### src/rtl/game_pkg.sv
// Shared game constants and the tile encoding used by the map, the movement
// controller and the renderer.
package game_pkg;
  localparam int MAP_WIDTH  = 8;
  localparam int MAP_HEIGHT = 6;

  typedef enum logic [1:0] {
    EMPTY   = 2'd0,
    FRAME   = 2'd1,
    PLAYER1 = 2'd2,
    PLAYER2 = 2'd3
  } tile_t;
endpackage

### src/rtl/map_writer_if.sv
// Bundle between the movement controller, the map writer and the renderer.
// Optional write-event signals are present when MAP_WRITER_EVENT_EN is defined.
interface map_writer_if
  import game_pkg::*;
#(
  parameter int W     = MAP_WIDTH,
  parameter int H     = MAP_HEIGHT,
  parameter int CNT_W = 16
);
  logic [1:0]       selected_player;
  logic [7:0]       current_x_1;
  logic [7:0]       current_y_1;
  logic [7:0]       current_x_2;
  logic [7:0]       current_y_2;
  logic             player1_collision;
  logic             player2_collision;
  tile_t            map [W][H];
  logic             map_ready;
  logic             oob_err;
  logic [CNT_W-1:0] trail_len_1;
  logic [CNT_W-1:0] trail_len_2;
`ifdef MAP_WRITER_EVENT_EN
  logic             wr_valid;
  logic [7:0]       wr_x;
  logic [7:0]       wr_y;
  tile_t            wr_tile;

  modport slave (
    input  selected_player, current_x_1, current_y_1, current_x_2, current_y_2,
           player1_collision, player2_collision,
    output map, map_ready, oob_err, trail_len_1, trail_len_2,
           wr_valid, wr_x, wr_y, wr_tile
  );
  modport master (
    output selected_player, current_x_1, current_y_1, current_x_2, current_y_2,
           player1_collision, player2_collision,
    input  map, map_ready, oob_err, trail_len_1, trail_len_2,
           wr_valid, wr_x, wr_y, wr_tile
  );
`else
  modport slave (
    input  selected_player, current_x_1, current_y_1, current_x_2, current_y_2,
           player1_collision, player2_collision,
    output map, map_ready, oob_err, trail_len_1, trail_len_2
  );
  modport master (
    output selected_player, current_x_1, current_y_1, current_x_2, current_y_2,
           player1_collision, player2_collision,
    input  map, map_ready, oob_err, trail_len_1, trail_len_2
  );
`endif
endinterface

### src/rtl/map_writer.sv
// Tile map owner: border sweep, head seeding, then trail painting per player.
// Define MAP_WRITER_EVENT_EN to add the per-write event stream for the renderer.
module map_writer
  import game_pkg::*;
#(
  parameter int W     = MAP_WIDTH,
  parameter int H     = MAP_HEIGHT,
  parameter int CNT_W = 16
) (
  input logic         clk,
  input logic         rst,
  map_writer_if.slave bus
);
  localparam int XW = (W > 1) ? $clog2(W) : 1;
  localparam int YW = (H > 1) ? $clog2(H) : 1;
  localparam logic [7:0] XMAX = 8'(W - 1);
  localparam logic [7:0] YMAX = 8'(H - 1);

  typedef enum logic [1:0] {CLEAR, SEED, RUN} state_t;

  state_t           state_q, state_d;
  logic [7:0]       sx_q, sx_d, sy_q, sy_d;
  logic [7:0]       px1_q, px1_d, py1_q, py1_d, px2_q, px2_d, py2_q, py2_d;
  logic             oob_q, oob_d;
  logic [CNT_W-1:0] tl1_q, tl1_d, tl2_q, tl2_d;
  tile_t            map_q [W][H];

  logic       we1, we2;
  logic [7:0] wx1, wy1, wx2, wy2;
  tile_t      wt1, wt2;
  logic       moved1, moved2, inb1, inb2;

  function automatic logic [CNT_W-1:0] sat_inc(input logic [CNT_W-1:0] v);
    return (&v) ? v : v + 1'b1;
  endfunction

  always_comb begin
    state_d = state_q;
    sx_d    = sx_q;
    sy_d    = sy_q;
    px1_d   = px1_q;
    py1_d   = py1_q;
    px2_d   = px2_q;
    py2_d   = py2_q;
    oob_d   = oob_q;
    tl1_d   = tl1_q;
    tl2_d   = tl2_q;
    we1     = 1'b0;
    we2     = 1'b0;
    wx1     = bus.current_x_1;
    wy1     = bus.current_y_1;
    wt1     = PLAYER1;
    wx2     = bus.current_x_2;
    wy2     = bus.current_y_2;
    wt2     = PLAYER2;
    moved1  = (bus.current_x_1 != px1_q) || (bus.current_y_1 != py1_q);
    moved2  = (bus.current_x_2 != px2_q) || (bus.current_y_2 != py2_q);
    inb1    = (bus.current_x_1 <= XMAX) && (bus.current_y_1 <= YMAX);
    inb2    = (bus.current_x_2 <= XMAX) && (bus.current_y_2 <= YMAX);
    case (state_q)
      CLEAR: begin
        we1 = 1'b1;
        wx1 = sx_q;
        wy1 = sy_q;
        wt1 = (sx_q == 8'd0 || sx_q == XMAX || sy_q == 8'd0 || sy_q == YMAX) ? FRAME : EMPTY;
        if (sx_q == XMAX) begin
          sx_d = 8'd0;
          if (sy_q == YMAX) begin
            sy_d    = 8'd0;
            state_d = SEED;
          end else begin
            sy_d = sy_q + 8'd1;
          end
        end else begin
          sx_d = sx_q + 8'd1;
        end
      end
      SEED: begin
        // Out-of-range heads are latched but never index the map.
        we1     = inb1;
        we2     = inb2;
        px1_d   = bus.current_x_1;
        py1_d   = bus.current_y_1;
        px2_d   = bus.current_x_2;
        py2_d   = bus.current_y_2;
        tl1_d   = CNT_W'(1);
        tl2_d   = CNT_W'(1);
        oob_d   = 1'b0;
        state_d = RUN;
      end
      RUN: begin
        if (moved1) begin
          px1_d = bus.current_x_1;
          py1_d = bus.current_y_1;
          if (!inb1) oob_d = 1'b1;
          else if (!bus.player1_collision) begin
            we1   = 1'b1;
            tl1_d = sat_inc(tl1_q);
          end
        end
        if (moved2) begin
          px2_d = bus.current_x_2;
          py2_d = bus.current_y_2;
          if (!inb2) oob_d = 1'b1;
          else if (!bus.player2_collision) begin
            we2   = 1'b1;
            tl2_d = sat_inc(tl2_q);
          end
        end
        if (bus.selected_player == 2'b00) begin
          state_d = CLEAR;
          sx_d    = 8'd0;
          sy_d    = 8'd0;
        end
      end
      default: state_d = CLEAR;
    endcase
  end

  always_ff @(posedge clk or posedge rst) begin
    if (rst) begin
      state_q <= CLEAR;
      sx_q    <= '0;
      sy_q    <= '0;
      px1_q   <= '0;
      py1_q   <= '0;
      px2_q   <= '0;
      py2_q   <= '0;
      oob_q   <= 1'b0;
      tl1_q   <= '0;
      tl2_q   <= '0;
    end else begin
      state_q <= state_d;
      sx_q    <= sx_d;
      sy_q    <= sy_d;
      px1_q   <= px1_d;
      py1_q   <= py1_d;
      px2_q   <= px2_d;
      py2_q   <= py2_d;
      oob_q   <= oob_d;
      tl1_q   <= tl1_d;
      tl2_q   <= tl2_d;
    end
  end

  // Later assignment wins a shared cell: player 2 while seeding, player 1 in a round.
  always_ff @(posedge clk) begin
    if (state_q == SEED) begin
      if (we1) map_q[wx1[XW-1:0]][wy1[YW-1:0]] <= wt1;
      if (we2) map_q[wx2[XW-1:0]][wy2[YW-1:0]] <= wt2;
    end else begin
      if (we2) map_q[wx2[XW-1:0]][wy2[YW-1:0]] <= wt2;
      if (we1) map_q[wx1[XW-1:0]][wy1[YW-1:0]] <= wt1;
    end
  end

  assign bus.map         = map_q;
  assign bus.map_ready   = (state_q == RUN);
  assign bus.oob_err     = oob_q;
  assign bus.trail_len_1 = tl1_q;
  assign bus.trail_len_2 = tl2_q;

`ifdef MAP_WRITER_EVENT_EN
  logic       ev_vld_q, ev_vld_d, hold_vld_q, hold_vld_d;
  logic [7:0] ev_x_q, ev_x_d, ev_y_q, ev_y_d, hold_x_q, hold_x_d, hold_y_q, hold_y_d;
  tile_t      ev_t_q, ev_t_d, hold_t_q, hold_t_d;

  // The second write of a cycle waits one cycle in the holding slot.
  always_comb begin
    ev_vld_d   = 1'b0;
    ev_x_d     = ev_x_q;
    ev_y_d     = ev_y_q;
    ev_t_d     = ev_t_q;
    hold_vld_d = hold_vld_q;
    hold_x_d   = hold_x_q;
    hold_y_d   = hold_y_q;
    hold_t_d   = hold_t_q;
    if (we1) begin
      ev_vld_d = 1'b1;
      ev_x_d   = wx1;
      ev_y_d   = wy1;
      ev_t_d   = wt1;
      if (we2) begin
        hold_vld_d = 1'b1;
        hold_x_d   = wx2;
        hold_y_d   = wy2;
        hold_t_d   = wt2;
      end
    end else if (hold_vld_q) begin
      ev_vld_d   = 1'b1;
      ev_x_d     = hold_x_q;
      ev_y_d     = hold_y_q;
      ev_t_d     = hold_t_q;
      hold_vld_d = we2;
      hold_x_d   = wx2;
      hold_y_d   = wy2;
      hold_t_d   = wt2;
    end else if (we2) begin
      ev_vld_d = 1'b1;
      ev_x_d   = wx2;
      ev_y_d   = wy2;
      ev_t_d   = wt2;
    end
  end

  always_ff @(posedge clk or posedge rst) begin
    if (rst) begin
      ev_vld_q   <= 1'b0;
      ev_x_q     <= '0;
      ev_y_q     <= '0;
      ev_t_q     <= EMPTY;
      hold_vld_q <= 1'b0;
      hold_x_q   <= '0;
      hold_y_q   <= '0;
      hold_t_q   <= EMPTY;
    end else begin
      ev_vld_q   <= ev_vld_d;
      ev_x_q     <= ev_x_d;
      ev_y_q     <= ev_y_d;
      ev_t_q     <= ev_t_d;
      hold_vld_q <= hold_vld_d;
      hold_x_q   <= hold_x_d;
      hold_y_q   <= hold_y_d;
      hold_t_q   <= hold_t_d;
    end
  end

  assign bus.wr_valid = ev_vld_q;
  assign bus.wr_x     = ev_x_q;
  assign bus.wr_y     = ev_y_q;
  assign bus.wr_tile  = ev_t_q;
`endif
endmodule
### src/flat_wrapper.sv
// flat-port wrapper written by rule: the top's interface ports become plain ports
module map_writer_flat import game_pkg::*;
#(
  parameter int W     = MAP_WIDTH,
  parameter int H     = MAP_HEIGHT,
  parameter int CNT_W = 16
)
  (clk, rst, bus_selected_player, bus_current_x_1, bus_current_y_1, bus_current_x_2, bus_current_y_2, bus_player1_collision, bus_player2_collision, bus_map, bus_map_ready, bus_oob_err, bus_trail_len_1, bus_trail_len_2);
  map_writer_if #(.W(W), .H(H), .CNT_W(CNT_W)) bus_i ();
  input logic clk;
  input logic rst;
  input wire logic [$bits(bus_i.selected_player)-1:0] bus_selected_player;
  input wire logic [$bits(bus_i.current_x_1)-1:0] bus_current_x_1;
  input wire logic [$bits(bus_i.current_y_1)-1:0] bus_current_y_1;
  input wire logic [$bits(bus_i.current_x_2)-1:0] bus_current_x_2;
  input wire logic [$bits(bus_i.current_y_2)-1:0] bus_current_y_2;
  input wire logic [$bits(bus_i.player1_collision)-1:0] bus_player1_collision;
  input wire logic [$bits(bus_i.player2_collision)-1:0] bus_player2_collision;
  output wire logic [$bits(bus_i.map)-1:0] bus_map;
  output wire logic [$bits(bus_i.map_ready)-1:0] bus_map_ready;
  output wire logic [$bits(bus_i.oob_err)-1:0] bus_oob_err;
  output wire logic [$bits(bus_i.trail_len_1)-1:0] bus_trail_len_1;
  output wire logic [$bits(bus_i.trail_len_2)-1:0] bus_trail_len_2;
  assign bus_i.selected_player = bus_selected_player;
  assign bus_i.current_x_1 = bus_current_x_1;
  assign bus_i.current_y_1 = bus_current_y_1;
  assign bus_i.current_x_2 = bus_current_x_2;
  assign bus_i.current_y_2 = bus_current_y_2;
  assign bus_i.player1_collision = bus_player1_collision;
  assign bus_i.player2_collision = bus_player2_collision;
  assign bus_map = {>>{bus_i.map}};
  assign bus_map_ready = bus_i.map_ready;
  assign bus_oob_err = bus_i.oob_err;
  assign bus_trail_len_1 = bus_i.trail_len_1;
  assign bus_trail_len_2 = bus_i.trail_len_2;
  map_writer #(.W(W), .H(H), .CNT_W(CNT_W)) u_core (.clk(clk), .rst(rst), .bus(bus_i));
endmodule
### config.mk
export PLATFORM = sky130hd
export DESIGN_NAME = map_writer_flat
export DESIGN_NICKNAME = d
export VERILOG_FILES = /design/src/rtl/game_pkg.sv /design/src/rtl/map_writer_if.sv /design/src/rtl/map_writer.sv /design/src/flat_wrapper.sv
export SDC_FILE = /design/constraint.sdc
export NUM_CORES = 1
export LEC_CHECK = 0
export BUFFER_PORTS_ARGS = -buffer_cell sky130_fd_sc_hd__buf_2
export CAP_MARGIN = 25
export CORE_AREA = 2 2 153 155
export CTS_CLUSTER_DIAMETER = 150
export CTS_CLUSTER_SIZE = 28
export DETAILED_ROUTE_END_ITERATION = 10
export DIE_AREA = 0 0 155 157
export PLACE_DENSITY_LB_ADDON = 0.12
export RECOVER_POWER = 100
export SLEW_MARGIN = 20
export SYNTH_ARGS = -nofsm -noshare
export SYNTH_HDL_FRONTEND = slang
export SYNTH_SLANG_ARGS = --single-unit
### constraint.sdc
create_clock -name clk -period 3.8 [get_ports clk]
set_input_delay 0.38 -clock clk [delete_from_list [all_inputs] [get_ports clk]]
set_output_delay 0.38 -clock clk [all_outputs]
set_load 0.01 [all_outputs]
==> impl_metrics.tcl, run 1 <==
set metrics [dict create \
    finalHoldViolations 0 \
    finalPower_mw 8.54 \
    antenna_found_initial 0 \
    initial_utilization_pct 39.9 \
    violations "capacitance limit, slew limit" \
    end_kind "flop" \
    grt_first_pass_wirelength_mm 42.6 \
    hold_path_class "input pin to flop" \
    cts_made_buffers 17 \
    grt_max_degree 40 \
    synth.most_common_cell "dfxtp_1" \
    p_leak_nw 4.14 \
    diodes 0 \
    dp_cells 1371 \
    ctsResizeCount 0 \
    slowest_stage "clkbuf_2" \
    fin_skew_ps 12.7 \
    postSynthAreaPerCell_um2 9.45 \
    ant_nets 0 \
    core_um2 22500 \
    post-dp-hpwl_mm 20.3 \
    clkLatencyLatePin_ps 440 \
    cts.path.max_buffers 2 \
    synth_edf_count 0 \
    p_int_mw 4.90 \
    finalCriticalPeriod_ps 3290 \
    ys_ff_latch 179 \
    synth_top_area_cell "dfrtp_1" \
    synth_cell_types 72 \
    power.density_nw_per_um2 814 \
    ys_seq_area_share_pct 44.5 \
    max_freq_mhz 304 \
    relSlewSlack_pct -44.5 \
    path_buf_inv 3 \
    post-cts-setup-buffers 0 \
    cts.sinks 179 \
    peakVddDrop_mv 0.369 \
    switching_power_mw 3.64 \
    rsz0062_at_grt "no" \
    p_comb_share_pct 40.5 \
    outcome "finished, violations left" \
    yosys_warnings 0 \
    drt_iter0_drc 614 \
    grt_usage_pct 22.6 \
    htreeDepth 4 \
    syn_to_final_growth_pct 16.8 \
    setup_viol 0 \
    gp_congestion 0.851 \
    seqPwrFrac_pct 37.8 \
    cp.required_ps 4100 \
    ys.flop_type "dfxtp_1" \
    maxCapViolations 3 \
    crit_type "flop to flop" \
    synthArstFlopShare_pct 46.4 \
    grt-ovfl-total 0 \
    clk_pin_slew_ps 80 \
    report.final.slew_viol_count 99 \
    setup_tns_ps 0 \
    via_per_inst 5.67 \
    place.port_buffers 167 \
    start_kind "flop" \
    drt-pass1-iter-count 5 \
    wl_per_cell_um 19.7 \
    crit_chain "inv_1, ha_1, clkbuf_2, nor3b_1, a31oi_1, o41ai_4, clkbuf_2, nand2_4, nor3_1, a2bb2oi_1" \
    num_rows 55 \
    die_h_um 157 \
    drive_above_1_share_pct 11.4 \
    swShare_pct 42.6 \
    wl_mm 27.7 \
    drc 0 \
    die_area_um2 24300 \
    arrival_ps 3590 \
    yosys-top-cells-count "dfxtp_1 (96), dfrtp_1 (83), nor2_1 (71)" \
    post-route-period-util_pct 86.6 \
    clockPowerShare_pct 21.7 \
    clockRootBuffer "clkbuf_16" \
    tightest_slew_ps 2170 \
    synth_top_area_share_pct 23.1 \
    grt_pass1_vias 7418 \
    dpl_cell_area_um2 10100 \
    die_w_um 155 \
    syn_nets 1000 \
    critPathMaxStageDelay_ps 620 \
    ys_top_cells_by_area "dfrtp_1 (23%), dfxtp_1 (21%), a2bb2oi_1 (5.1%), xnor2_1 (3.7%), mux2_2 (3.0%)" \
    worst-r2r-setup-slack_ps 510 \
    postSynthCellCount 951 \
    fin_area_um2 10500 \
    fin_nets 1155 \
    boundaryPins 168 \
    critical_path.top_delay_family "buffers and inverters" \
    synth_area_um2 8990 \
    crit_fanout 36 \
    cts_tree "built" \
    vias 7956 \
    finalNonFillerCells 1404 \
    crit_top_cell "clkbuf_2" \
]
[power groups by stage]
stage / registers (mW) / clock network (mW) / logic [mW]
2_1_floorplan: 3.30 / 0 / 2.22
3_3_place_gp: 3.25 / 0 / 3.58
3_5_place_dp: 3.24 / 0 / 3.61
4_1_cts: 3.21 / 1.89 / 3.62
5_1_grt: 3.32 / 1.98 / 3.80
6_report: 3.23 / 1.86 / 3.46
[worst reg2reg max path, cell delays in order, from the launching register on]
cell	delay, ps
dfrtp_1	400
inv_1	80
ha_1	240
clkbuf_2	450
nor3b_1	410
a31oi_1	180
o41ai_4	70
clkbuf_2	620
nand2_4	220
nor3_1	360
a2bb2oi_1	110
[cell usage in the layout (no fill, tap or decap), types with 18 or more instances in the layout]
cell type  synthesis  routed
nor2_1            71      71
o22ai_1           28      30
mux2_2            24      24
nand3_1           49      49
a2bb2oi_1         52      52
nand2_1           63      63
xnor2_1           38      38
dfrtp_1           83      83
a21oi_1           50      50
dfxtp_1           96      96
o21ai_0           44      53
nand4_1           22      22
nor3_1            18      18
buf_2              3      38
inv_1             20      20
clkbuf_1          39     135
[through the flow]
stage / util (%) / hold WS [ps] / setup WS, ps
3_3_place_gp: 44.9 / 277 / 900
4_1_cts: 47.7 / 193 / 807
6_report: 46.6 / 208 / 511
3_5_place_dp: 44.9 / 274 / 804
5_1_grt: 46.6 / 195 / 275
2_1_floorplan: - / 442 / 1280
[metal layers]
layer | track usage, % | share of wire, % | routed length [um]
met5 | 0 | 0 | 0
met4 | 5.34 | 1.3 | 362
met3 | 4.65 | 5.8 | 1590
met2 | 35.6 | 45 | 12600
met1 | 32.0 | 48 | 13100
[area by class of cell]
class	count	area [um2]
clock buffers	17	425
repair buffers	184	777
flip-flops and latches	179	4000
fillers	2266	12000
clock inverters	15	194
multi-input cells	702	4660
inverters	22	83.8
well taps	285	357
[timing repair]
item                                   CTS  global route
setup endpoints to repair                0             0
hold buffers                             1             0
endpoints found under the hold margin    6             0
[sequential cells by signal (all words and copies together), names as in the netlist]
signal / count
u_core.bus.trail_len_1: 16
u_core.py2_q: 8
u_core.py1_q: 8
u_core.px1_q: 8
u_core.bus.map: 96
u_core.bus.trail_len_2: 16
u_core.state_q: 2
u_core.sx_q: 8
u_core.sy_q: 8
u_core.bus.oob_err: 1
u_core.px2_q: 8
[logic make-up (layout without fill, tap and decap cells)]
group | after synthesis | count (layout) | synth area share (%)
fa+ha+maj | 11 | 11 | 1.53
mux | 41 | 41 | 5.01
compound gates | 284 | 284 | 22.3
simple gates | 318 | 318 | 18.8
xor+xnor | 48 | 48 | 4.68
buf+inv | 70 | 238 | 3.22
flops | 179 | 179 | 44.5
[path summary, 6_finish.rpt]
path / startpoint / to / cells after the start
setup / recovery: u_core.state_q[0] / u_core.bus.map[41] / 10
hold / removal: bus_current_x_2[7] / u_core.px2_q[7] / 2
setup reg to reg: u_core.state_q[0] / u_core.bus.map[41] / 10
hold reg to reg: u_core.bus.map[56] / u_core.bus.map[56] / 1
max in group asynchronous: rst / u_core.py2_q[1] / 4
min in group asynchronous: rst / u_core.bus.trail_len_1[9] / 3
Note: power is estimated with default switching activity, not from simulation.
==> run 2: changes to the inputs <==
CORE_AREA = 10 10 161 163   (was 2 2 153 155)
CTS_CLUSTER_DIAMETER = unset   (was 150)
DIE_AREA = 0 0 171 173   (was 0 0 155 157)
==> impl_metrics.tcl, run 2 (synthesized netlist as in run 1, its figures left out) <==
set metrics [dict create \
    gp_congestion 0.844 \
    p_int_mw 4.90 \
    die_h_um 173 \
    min-delay-start "bus_current_x_2[4]" \
    setup_tns_ps 0 \
    hold_depth 2 \
    drt_iter0_drc 603 \
    finalCriticalPeriod_ps 3270 \
    via_per_inst 5.71 \
    maxCapViolations 3 \
    die_area_um2 29600 \
    clockPowerShare_pct 21.7 \
    final_cell_mix "clkbuf_1 (138), dfxtp_1 (96), dfrtp_1 (83)" \
    hold_buffers 1 \
    dpl_cell_area_um2 10100 \
    end_kind "flop" \
    crit_type "flop to flop" \
    place_ws_ps 708 \
    post-route-period-util_pct 86.0 \
    swShare_pct 42.8 \
    post-cts-setup-buffers 0 \
    whs_ps 207 \
    ant_nets 0 \
    core_um2 22600 \
    ctsResizeCount 0 \
    grt_usage_pct 19.7 \
    rsz0062_at_grt "no" \
    fin_area_um2 10500 \
    syn_to_final_growth_pct 16.7 \
    cts_made_buffers 17 \
    start_kind "flop" \
    report.final.slew_viol_count 84 \
    finalHoldViolations 0 \
    diodes 0 \
    place.port_buffers 167 \
    finalNonFillerCells 1404 \
    crit_fanout 28 \
    clockRootBuffer "clkbuf_16" \
    p_comb_share_pct 40.6 \
    r2r_cells 9 \
    grt-ovfl-total 0 \
    dp_cells 1371 \
    drc 0 \
    layout_commonest_cell "clkbuf_1" \
    cp.required_ps 4180 \
    antenna_found_initial 1 \
    post-dp-hpwl_mm 21.6 \
    seqPwrFrac_pct 37.8 \
    outcome "finished, violations left" \
    cts.sinks 179 \
    boundaryPins 168 \
    tightest_slew_ps 1680 \
    num_rows 55 \
    htreeDepth 4 \
    hold_path_class "input pin to flop" \
    peakVddDrop_mv 0.362 \
    post-route-worst-setup-slack_ps 531 \
    grt_pass1_vias 7889 \
    relSlewSlack_pct -12.0 \
    clkLatencyLatePin_ps 450 \
    largest_reg_flops 96 \
    arrival_ps 3650 \
    grt_first_pass_wirelength_mm 45.7 \
    cts_tree "built" \
    grt_max_degree 35 \
    initial_utilization_pct 39.8 \
    die_w_um 171 \
    fin_skew_ps 19.5 \
    setup_viol 0 \
    violations "capacitance limit, slew limit" \
    cts.path.max_buffers 2 \
    fin_nets 1155 \
    wl_per_cell_um 20.8 \
    max_freq_mhz 306 \
    wl_mm 29.2 \
    switching_power_mw 3.67 \
    drive_above_1_share_pct 11.0 \
    reg2reg_from "u_core.state_q[1]" \
    hold_path_end "u_core.px2_q[4]" \
    drt-pass1-iter-count 5 \
    p_leak_nw 4.11 \
    regToRegEndpoint "u_core.bus.map[1]" \
    vias 8023 \
    clk_pin_slew_ps 90 \
    power.density_nw_per_um2 817 \
    worst-r2r-setup-slack_ps 530 \
]
run 2: changes by cell type in the layout (fill, tap and decap cells not counted), moves of 2 or more:
cell | before | now
nand2_1 | 63 | 66
clkbuf_1 | 135 | 138
buf_2 | 38 | 36
clkinv_8 | 2 | 4
nand2_4 | 4 | 1
run 2: worst max-delay path, cell delays in order (launching register included):
cell and delay (ps):
dfrtp_1 400, inv_1 100, ha_1 490, nand2_1 140, a21boi_0 200, o41ai_4 320, clkbuf_2 550, nand2_1 480
o22ai_1 350, a2bb2oi_1 180
run 2: power by group through the flow:
stage / sequential, mW / clock, mW / combinational (mW)
after CTS: 3.22 / 1.88 / 3.69
after floorplan: 3.30 / 0 / 2.22
after global placement: 3.25 / 0 / 3.65
after detailed placement: 3.24 / 0 / 3.68
final: 3.24 / 1.85 / 3.48
after global routing: 3.33 / 1.96 / 3.85
run 2: worst max path at each step:
stage	cells past startpoint	start	end	slack [ps]
6_report	9	u_core.state_q[1]	u_core.bus.map[1]	530
5_1_grt	4	rst	u_core.px2_q[0]	300
4_1_cts	10	u_core.state_q[1]	u_core.bus.map[62]	690
3_5_place_dp	10	u_core.state_q[1]	u_core.bus.map[63]	710
3_3_place_gp	10	u_core.state_q[0]	u_core.bus.map[60]	830
2_1_floorplan	1	rst	u_core.bus.oob_err	1280
run 2: per-stage QoR:
step | util [%] | power [mW]
6_report | 46.5 | 8.57
5_1_grt | 46.5 | 9.14
4_1_cts | 47.5 | 8.79
3_5_place_dp | 44.7 | 6.93
3_3_place_gp | 44.7 | 6.90
2_1_floorplan | - | 5.52
run 2: cell type report:
cell class,instances,area [um2]
fillers,2317,12100
multi-input cells,702,4650
flip-flops and latches,179,4000
repair buffers,184,773
clock buffers,17,425
well taps,285,357
clock inverters,15,199
inverters,22,83.8
run 2: layer usage:
layer	part of all wire, %	routed length (um)	global-route usage [%]	up-vias
li1	-	-	-	3852
met1	46	13400	26.0	3888
met2	47	13700	31.5	261
met3	6.6	1940	5.51	22
met4	0.89	260	3.70	0
met5	0	0	0	-
